[config.mk]
export PLATFORM = sky130hd
export DESIGN_NAME = rotate_pipe
export DESIGN_NICKNAME = d
export VERILOG_FILES = /design/src/rtl/rotate_pkg.sv /design/src/rtl/rotate_stage.sv /design/src/rtl/rotate_pipe.sv
export SDC_FILE = /design/constraint.sdc
export NUM_CORES = 1
export LEC_CHECK = 0
export ABC_CLOCK_PERIOD_IN_PS = 1620
export CORE_MARGIN = 2
export CORE_UTILIZATION = 59
export DETAILED_ROUTE_END_ITERATION = 16
export GPL_ROUTABILITY_DRIVEN = 1
export PLACE_DENSITY = 0.84
export REMOVE_ABC_BUFFERS = 1
export SYNTH_ARGS = -nofsm -noshare
export SYNTH_HDL_FRONTEND = slang
export SYNTH_SLANG_ARGS = --single-unit
[constraint.sdc]
create_clock -name clk -period 1.62 [get_ports clk]
set_input_delay 0.324 -clock clk [delete_from_list [all_inputs] [get_ports clk]]
set_output_delay 0.324 -clock clk [all_outputs]
set_load 0.05 [all_outputs]
[src/rtl/rotate_pkg.sv]
// Shared definitions for the rotate_pipe slice: pre-op encodings and the
// per-beat control word that travels down the pipeline with its data.
package rotate_pkg;

    localparam logic [1:0] OP_PASS = 2'b00;
    localparam logic [1:0] OP_XOR  = 2'b01;
    localparam logic [1:0] OP_AND  = 2'b10;
    localparam logic [1:0] OP_OR   = 2'b11;

    // Sized for the widest supported data path (64 bits -> 6 amount bits).
    localparam int K_MAX_W = 6;

    typedef struct packed {
        logic               right;
        logic               shift;
        logic [K_MAX_W-1:0] k;
    } beat_ctrl_t;

endpackage

[src/rtl/rotate_stage.sv]
// One barrel level: moves the word by 2^LEVEL positions when k[LEVEL] is set,
// then registers data, control and valid under the global advance.
module rotate_stage
    import rotate_pkg::*;
#(
    parameter int WIDTH = 32,
    parameter int LEVEL = 0
) (
    input  logic             clk,
    input  logic             rst_n,
    input  logic             adv,
    input  logic             vld_i,
    input  logic [WIDTH-1:0] data_i,
    input  beat_ctrl_t       ctrl_i,
    output logic             vld_o,
    output logic [WIDTH-1:0] data_o,
    output beat_ctrl_t       ctrl_o,
    output logic [WIDTH-1:0] mux_o
);

    localparam int AMT = 1 << LEVEL;

    logic [WIDTH-1:0] data_d;
    logic             vld_q;
    logic [WIDTH-1:0] data_q;
    beat_ctrl_t       ctrl_q;

    // Wrapped-in bits are dropped for logical shifts, giving zero fill.
    always_comb begin
        data_d = data_i;
        if (ctrl_i.k[LEVEL]) begin
            if (ctrl_i.right) begin
                data_d = (data_i >> AMT) | (ctrl_i.shift ? '0 : (data_i << (WIDTH - AMT)));
            end else begin
                data_d = (data_i << AMT) | (ctrl_i.shift ? '0 : (data_i >> (WIDTH - AMT)));
            end
        end
    end

    always_ff @(posedge clk or negedge rst_n) begin
        if (!rst_n) begin
            vld_q  <= 1'b0;
            data_q <= '0;
            ctrl_q <= '0;
        end else if (adv) begin
            vld_q  <= vld_i;
            data_q <= data_d;
            ctrl_q <= ctrl_i;
        end
    end

    assign vld_o  = vld_q;
    assign data_o = data_q;
    assign ctrl_o = ctrl_q;
    assign mux_o  = data_d;

endmodule

[src/rtl/rotate_pipe.sv]
// Pipelined pre-op + rotate/logical-shift unit, SHW+1 cycles latency, global stall.
// Optional zero flag on the result when ROTATE_PIPE_FLAGS_EN is defined.
module rotate_pipe
    import rotate_pkg::*;
#(
    parameter int WIDTH = 32,
    parameter int SHW   = $clog2(WIDTH)
) (
    input  logic             clk,
    input  logic             rst_n,
    input  logic             in_valid,
    output logic             in_ready,
    input  logic [WIDTH-1:0] a,
    input  logic [WIDTH-1:0] b,
    input  logic [1:0]       op,
    input  logic [SHW-1:0]   k,
    input  logic             right,
    input  logic             shift,
    output logic             out_valid,
    input  logic             out_ready,
    output logic [WIDTH-1:0] f
`ifdef ROTATE_PIPE_FLAGS_EN
    ,
    output logic             f_zero
`endif
);

    logic             adv;
    logic [WIDTH-1:0] pre_d;
    beat_ctrl_t       ctrl_d;

    logic             vld0_q;
    logic [WIDTH-1:0] data0_q;
    beat_ctrl_t       ctrl0_q;

    logic             vld_s  [0:SHW];
    logic [WIDTH-1:0] data_s [0:SHW];
    beat_ctrl_t       ctrl_s [0:SHW];
    logic [WIDTH-1:0] mux_s  [1:SHW];

    assign out_valid = vld_s[SHW];
    assign in_ready  = !out_valid || out_ready;
    assign adv       = in_ready;

    always_comb begin
        case (op)
            OP_XOR:  pre_d = a ^ b;
            OP_AND:  pre_d = a & b;
            OP_OR:   pre_d = a | b;
            default: pre_d = a;
        endcase
        ctrl_d            = '0;
        ctrl_d.right      = right;
        ctrl_d.shift      = shift;
        ctrl_d.k[SHW-1:0] = k;
    end

    // Stage 0: capture the pre-op result and the beat's controls.
    always_ff @(posedge clk or negedge rst_n) begin
        if (!rst_n) begin
            vld0_q  <= 1'b0;
            data0_q <= '0;
            ctrl0_q <= '0;
        end else if (adv) begin
            vld0_q  <= in_valid;
            data0_q <= pre_d;
            ctrl0_q <= ctrl_d;
        end
    end

    assign vld_s[0]  = vld0_q;
    assign data_s[0] = data0_q;
    assign ctrl_s[0] = ctrl0_q;

    // Largest move first: stage i handles amount bit SHW-i.
    for (genvar i = 1; i <= SHW; i++) begin : g_stage
        rotate_stage #(
            .WIDTH (WIDTH),
            .LEVEL (SHW - i)
        ) u_stage (
            .clk    (clk),
            .rst_n  (rst_n),
            .adv    (adv),
            .vld_i  (vld_s[i-1]),
            .data_i (data_s[i-1]),
            .ctrl_i (ctrl_s[i-1]),
            .vld_o  (vld_s[i]),
            .data_o (data_s[i]),
            .ctrl_o (ctrl_s[i]),
            .mux_o  (mux_s[i])
        );
    end

    assign f = data_s[SHW];

`ifdef ROTATE_PIPE_FLAGS_EN
    logic f_zero_q;
    logic unused_tail;

    // Flag is taken from the same value the last stage registers, so it lines up with f.
    always_ff @(posedge clk or negedge rst_n) begin
        if (!rst_n) begin
            f_zero_q <= 1'b0;
        end else if (adv) begin
            f_zero_q <= (mux_s[SHW] == '0);
        end
    end

    assign f_zero      = f_zero_q;
    assign unused_tail = ^ctrl_s[SHW];
`else
    logic unused_tail;
    assign unused_tail = ^{ctrl_s[SHW], mux_s[SHW]};
`endif

endmodule
Yosys cells after proc, flatten, opt, wreduce, memory -nomap -nowiden
Cells that the tools add are included. W data, S select, Z words.

Bitwise logic cells: 13. Mux-type cells: 21. Equal/unequal tests: 3. Reduce and logical (&&, ||, !) cells: 2.

Operators with widths (number): $mux W32 (15); $or A32 B32 Y32 (6); $pmux W32 S3 (1); $and A32 B32 Y32 (1); $or A16 B32 Y32 (1); $or A24 B32 Y32 (1); $or A28 B32 Y32 (1); $or A30 B32 Y32 (1); $or A31 B32 Y32 (1); $xor A32 B32 Y32 (1); $mux W16 (1); $mux W8 (1); $eq A2 B2 Y1 const B (2); $mux W4 (1); $eq A2 B1 Y1 const B (1); $mux W2 (1); $logic_not A1 Y1 (1); $logic_or A1 B1 Y1 (1); $mux W1 (1).

Bits in registers: 223. Output and inout port bits: 34.

Depth between registers and ports, before layout
Word-level depth: 4. Depth in mapped cells: 7.

Cells and area by module
From an unflattened synthesis, not the netlist that was laid out.

Cell total of the unflattened synthesis: 1399. Area, all modules: 14760.4 µm².

By module, submodules not included: rotate_pipe (seq. area each 1001.0 µm², area each 3547.2 µm², times used 1, cells each 363); rotate_stage (g_stage[3].u_stage) (seq. area each 1026.0 µm², area each 2431.1 µm², times used 1, cells each 202); rotate_stage (g_stage[2].u_stage) (seq. area each 1026.0 µm², area each 2301.0 µm², times used 1, cells each 212); rotate_stage (g_stage[4].u_stage) (seq. area each 1026.0 µm², area each 2242.2 µm², times used 1, cells each 198); rotate_stage (g_stage[5].u_stage) (seq. area each 1026.0 µm², area each 2215.9 µm², times used 1, cells each 196); rotate_stage (g_stage[1].u_stage) (seq. area each 1026.0 µm², area each 2023.2 µm², times used 1, cells each 228).

Worst setup path before layout
Ideal clock, no wire load.

Path type: flip-flop to output port. Start: reg g_stage[5].u_stage.vld_q. End: out in_ready. Stages on the path, launching flop included: 6. Data arrival time: 1.426 ns. Path slack: -0.130 ns. Data required time: 1.296 ns. Cells stage by stage: dfrtp_1 > nor2b_2 > buf_4 > inv_2 > buf_4 > buf_2.

Word-level cells in the longest chain between the ends: 2.

Ends and longest elaborated chain: from (decl) (RTL line rotate_stage.sv:24) `logic vld_q;`; from (signal assigned) (RTL line rotate_stage.sv:46) `vld_q <= vld_i;`; $logic_not A1 Y1 (RTL line rotate_pipe.sv:42) `assign in_ready = !out_valid || out_ready;`; $logic_or A1 B1 Y1 (RTL line rotate_pipe.sv:42); to (decl) (RTL line rotate_pipe.sv:12) `output logic in_ready,`.

No other way between the ends.

Final worst setup path
Same ends and word-level chain as after synthesis.

==> flow_summary.yaml <==
drt:
  drt-initial-drc-count: 706
  antenna_left: 0
  dr.pass1.iters: 5
  via_count: 10430
  drt-total-wl_um: 29230
  drc_errors: 0
  routedWlPerCell_um: 16.74
  vias_per_cell: 5.971
power:
  total_power_uw: 32460
  ir_drop_v: 0.0008812
  power_density_nw_per_um2: 2051
  p_leak_uw: 0.007511
critical_path:
  worstSetupPathType: "flip-flop to output port"
  cpMostUsedCell: "buf_6"
  crit_path_start_kind: "flip-flop"
  r2r_cells: 6
  rr_startpoint: "g_stage[5].u_stage.vld_o"
  worst_ep_required_time_ns: 1.30
  endpoint_kind: "output port"
  worstPathMaxFanout: 5
  max_stage_delay_ns: 0.34
  crit_arrival_ns: 1.48
  critical_path.slowest_cell: "dfrtp_1"
  cp_cell_sequence: "nor2b_4 > buf_6 > inv_4 > buf_6 > buf_8"
  rr_endpoint: "g_stage[1].u_stage.data_o[15]"
  ff2ff_setup_slack_ns: 0.02
finish:
  antennaDiodeCount: 0
  drive_gt1_share_pct: 13.10
  finalNonFillerCells: 1746
  multi_input_area_um2: 6553
  final-seq-area_um2: 5582
  stdcell_area_um2: 15830
  final_core_util_pct: 72.51
  nets: 1589
  fillCellCount: 1487
  area_growth_pct: 20.51
  final_common_cell: "dfrtp_1"
  layout_common_cells: "dfrtp_1, nor2_1, mux2i_1"
clock_tree:
  cts_inserted_buffers: 24
  path_clk_slew_ns: 0.06
  cts_buffer_depth: 3
  h-tree-depth: 1
  cts_tree: "yes"
  clock-root-buffer: "clkbuf_16"
  clk_latency_ns: 0.52
  clock-sinks: 223
outcome:
  status: "finished, violations left"
  violations: "negative setup slack"
global_routing:
  grt_pass1_wl_um: 47910
  antenna_found_initial: 0
  grt_usage_pct: 23.75
  grt_max_degree: 89
  first_global_vias: 9998
  grt.overflow.total: 0
floorplanning:
  fp.coreArea_um2: 21820
  die_h_um: 153.2
  fp-row-count: 54
  io_pins: 111
  die_area_um2: 23470
  die_x_um: 153.2
  start_util_pct: 60.17
synthesis:
  ys_seq_elements: 223
  syn-mean-instance-area_um2: 9.474
  async_flop_share_pct: 100.0
  yosysSeqAreaShare_pct: 42.50
  synth.distinct_cells: 32
  ys.flop_type: "dfrtp_1"
  synth_edf_count: 0
  synth_warnings: 0
  netlist_instances: 1386
  netlist_area_um2: 13130
  synth_top_cell_by_area: "dfrtp_1"
  yosys-top-cells-area: "dfrtp_1, mux2i_1, ha_1, a211oi_1, a21o_1"
  netlist.area_leader.share_pct: 42.50
place:
  numPortBuffers: 110
  placed_cell_area_um2: 14610
  place_inst: 1691
  finalWeightedCongestion: 0.7930
  dp_hpwl_um: 19360
  post-place-ws_ns: -0.5698
sta:
  fin_crit_ns: 1.805
  fmax_mhz: 554.2
  hold_viol_final: 0
  finalCritPeriodShare_pct: 111.4
  skew_ns: 0.01716
  drv_slew: 0
  worstMarginPinSlew_ns: 0.7032
  rsz0062_at_grt: "true"
  slew_headroom_pct: 52.94
  setup_viol: 1
  final_critical_path_setup_slack_ns: -0.1846
job:
  maxCapViolCount: 0
hold_path:
  hold_class: "input port to asynchronous set/reset pin"
==> state kept, by name (all words and copies together) (netlist names) <==
name / cells
g_stage.u_stage.vld_o: 5
g_stage.u_stage.ctrl_o: 18
g_stage.u_stage.data_o: 160
ctrl0_q: 7
vld0_q: 1
data0_q: 32
==> stage by stage <==
stage / hold WS [ns] / setup TNS [ns]
3_5_place_dp: 0.2659 / -75.82
4_1_cts: 0.2899 / -0.3112
3_3_place_gp: 0.2613 / -70.33
2_1_floorplan: 0.02841 / -1532.20
5_1_grt: 0.3046 / -0.3964
6_report: 0.2820 / -0.1846
==> layer usage <==
| layer | track usage [%] | up-vias | part of all wire (%) |
|---|---|---|---|
| met3 | 2.920 | 45 | 4.5 |
| met4 | 5.864 | 0 | 1.6 |
| met2 | 42.28 | 304 | 52 |
| met1 | 30.93 | 5079 | 42 |
| met5 | 0 | - | 0 |
| li1 | - | 4997 | - |
==> power breakdown <==
| part | leakage, uW | switching (uW) | internal (uW) | total [uW] |
|---|---|---|---|---|
| sequential | 0.00260 | 3000 | 8310 | 11300 |
| combinational | 0.00448 | 8090 | 7090 | 15200 |
| clock | 0.000435 | 2240 | 3730 | 5970 |
| total | 0.00751 | 13300 | 19100 | 32500 |
==> critical path, delay by kind of cell, from the launching register on <==
kind | cells | cell delay, ns
buf+inv | 4 | 0.42
simple gates | 1 | 0.20
flops | 1 | 0.34
==> logic make-up after synthesis <==
family | count (synthesis) | synth area share [%]
AO/OA/AOI/OAI | 403 | 22.84
adder cells (fa/ha/maj) | 64 | 6.098
buffers and inverters | 223 | 8.261
flip-flops | 223 | 42.50
multiplexers | 134 | 10.21
AND/OR/NAND/NOR | 339 | 10.09
==> layout make-up <==
type	count	area share (%)
Tap cell	280	2.214
Clock buffer	33	4.522
Sequential cell	223	35.27
Clock inverter	11	1.044
Timing Repair Buffer	180	13.68
Inverter	78	1.866
Multi-Input combinational cell	941	41.41
==> cell usage after synthesis, drive strengths merged, types with 3 or more instances <==
| cell type | count |
|---|---|
| nor2 | 184 |
| a21oi | 32 |
| inv | 75 |
| nand3 | 16 |
| dfrtp | 223 |
| a211oi | 100 |
| o21ai | 93 |
| a21o | 98 |
| clkinv | 3 |
| buf | 102 |
| mux2i | 134 |
| nand2 | 129 |
| nor2b | 5 |
| a221oi | 72 |
| ha | 64 |
| clkbuf | 43 |
==> worst max-delay path by stage <==
stage | start | to | slack [ns] | cells past startpoint
after floorplan | g_stage[5].u_stage.vld_o | data0_q[0] | -9.26 | 4
final | g_stage[5].u_stage.vld_o | in_ready | -0.18 | 5
after global placement | out_ready | g_stage[5].u_stage.data_o[31] | -0.52 | 6
after CTS | g_stage[5].u_stage.vld_o | in_ready | -0.27 | 5
after global routing | g_stage[5].u_stage.vld_o | in_ready | -0.23 | 5
after detailed placement | out_ready | data0_q[0] | -0.57 | 4
==> timing repair <==
item                                    4_1_cts  5_1_grt
endpoints found under the setup margin       99       85
hold buffers                                  1        0
setup buffers                                 1        4
pin swaps                                     1        1
resized for setup                            14       18
endpoints found under the hold margin        32        0
cloned                                        2        3
Note: power is estimated with default switching activity, not from simulation.
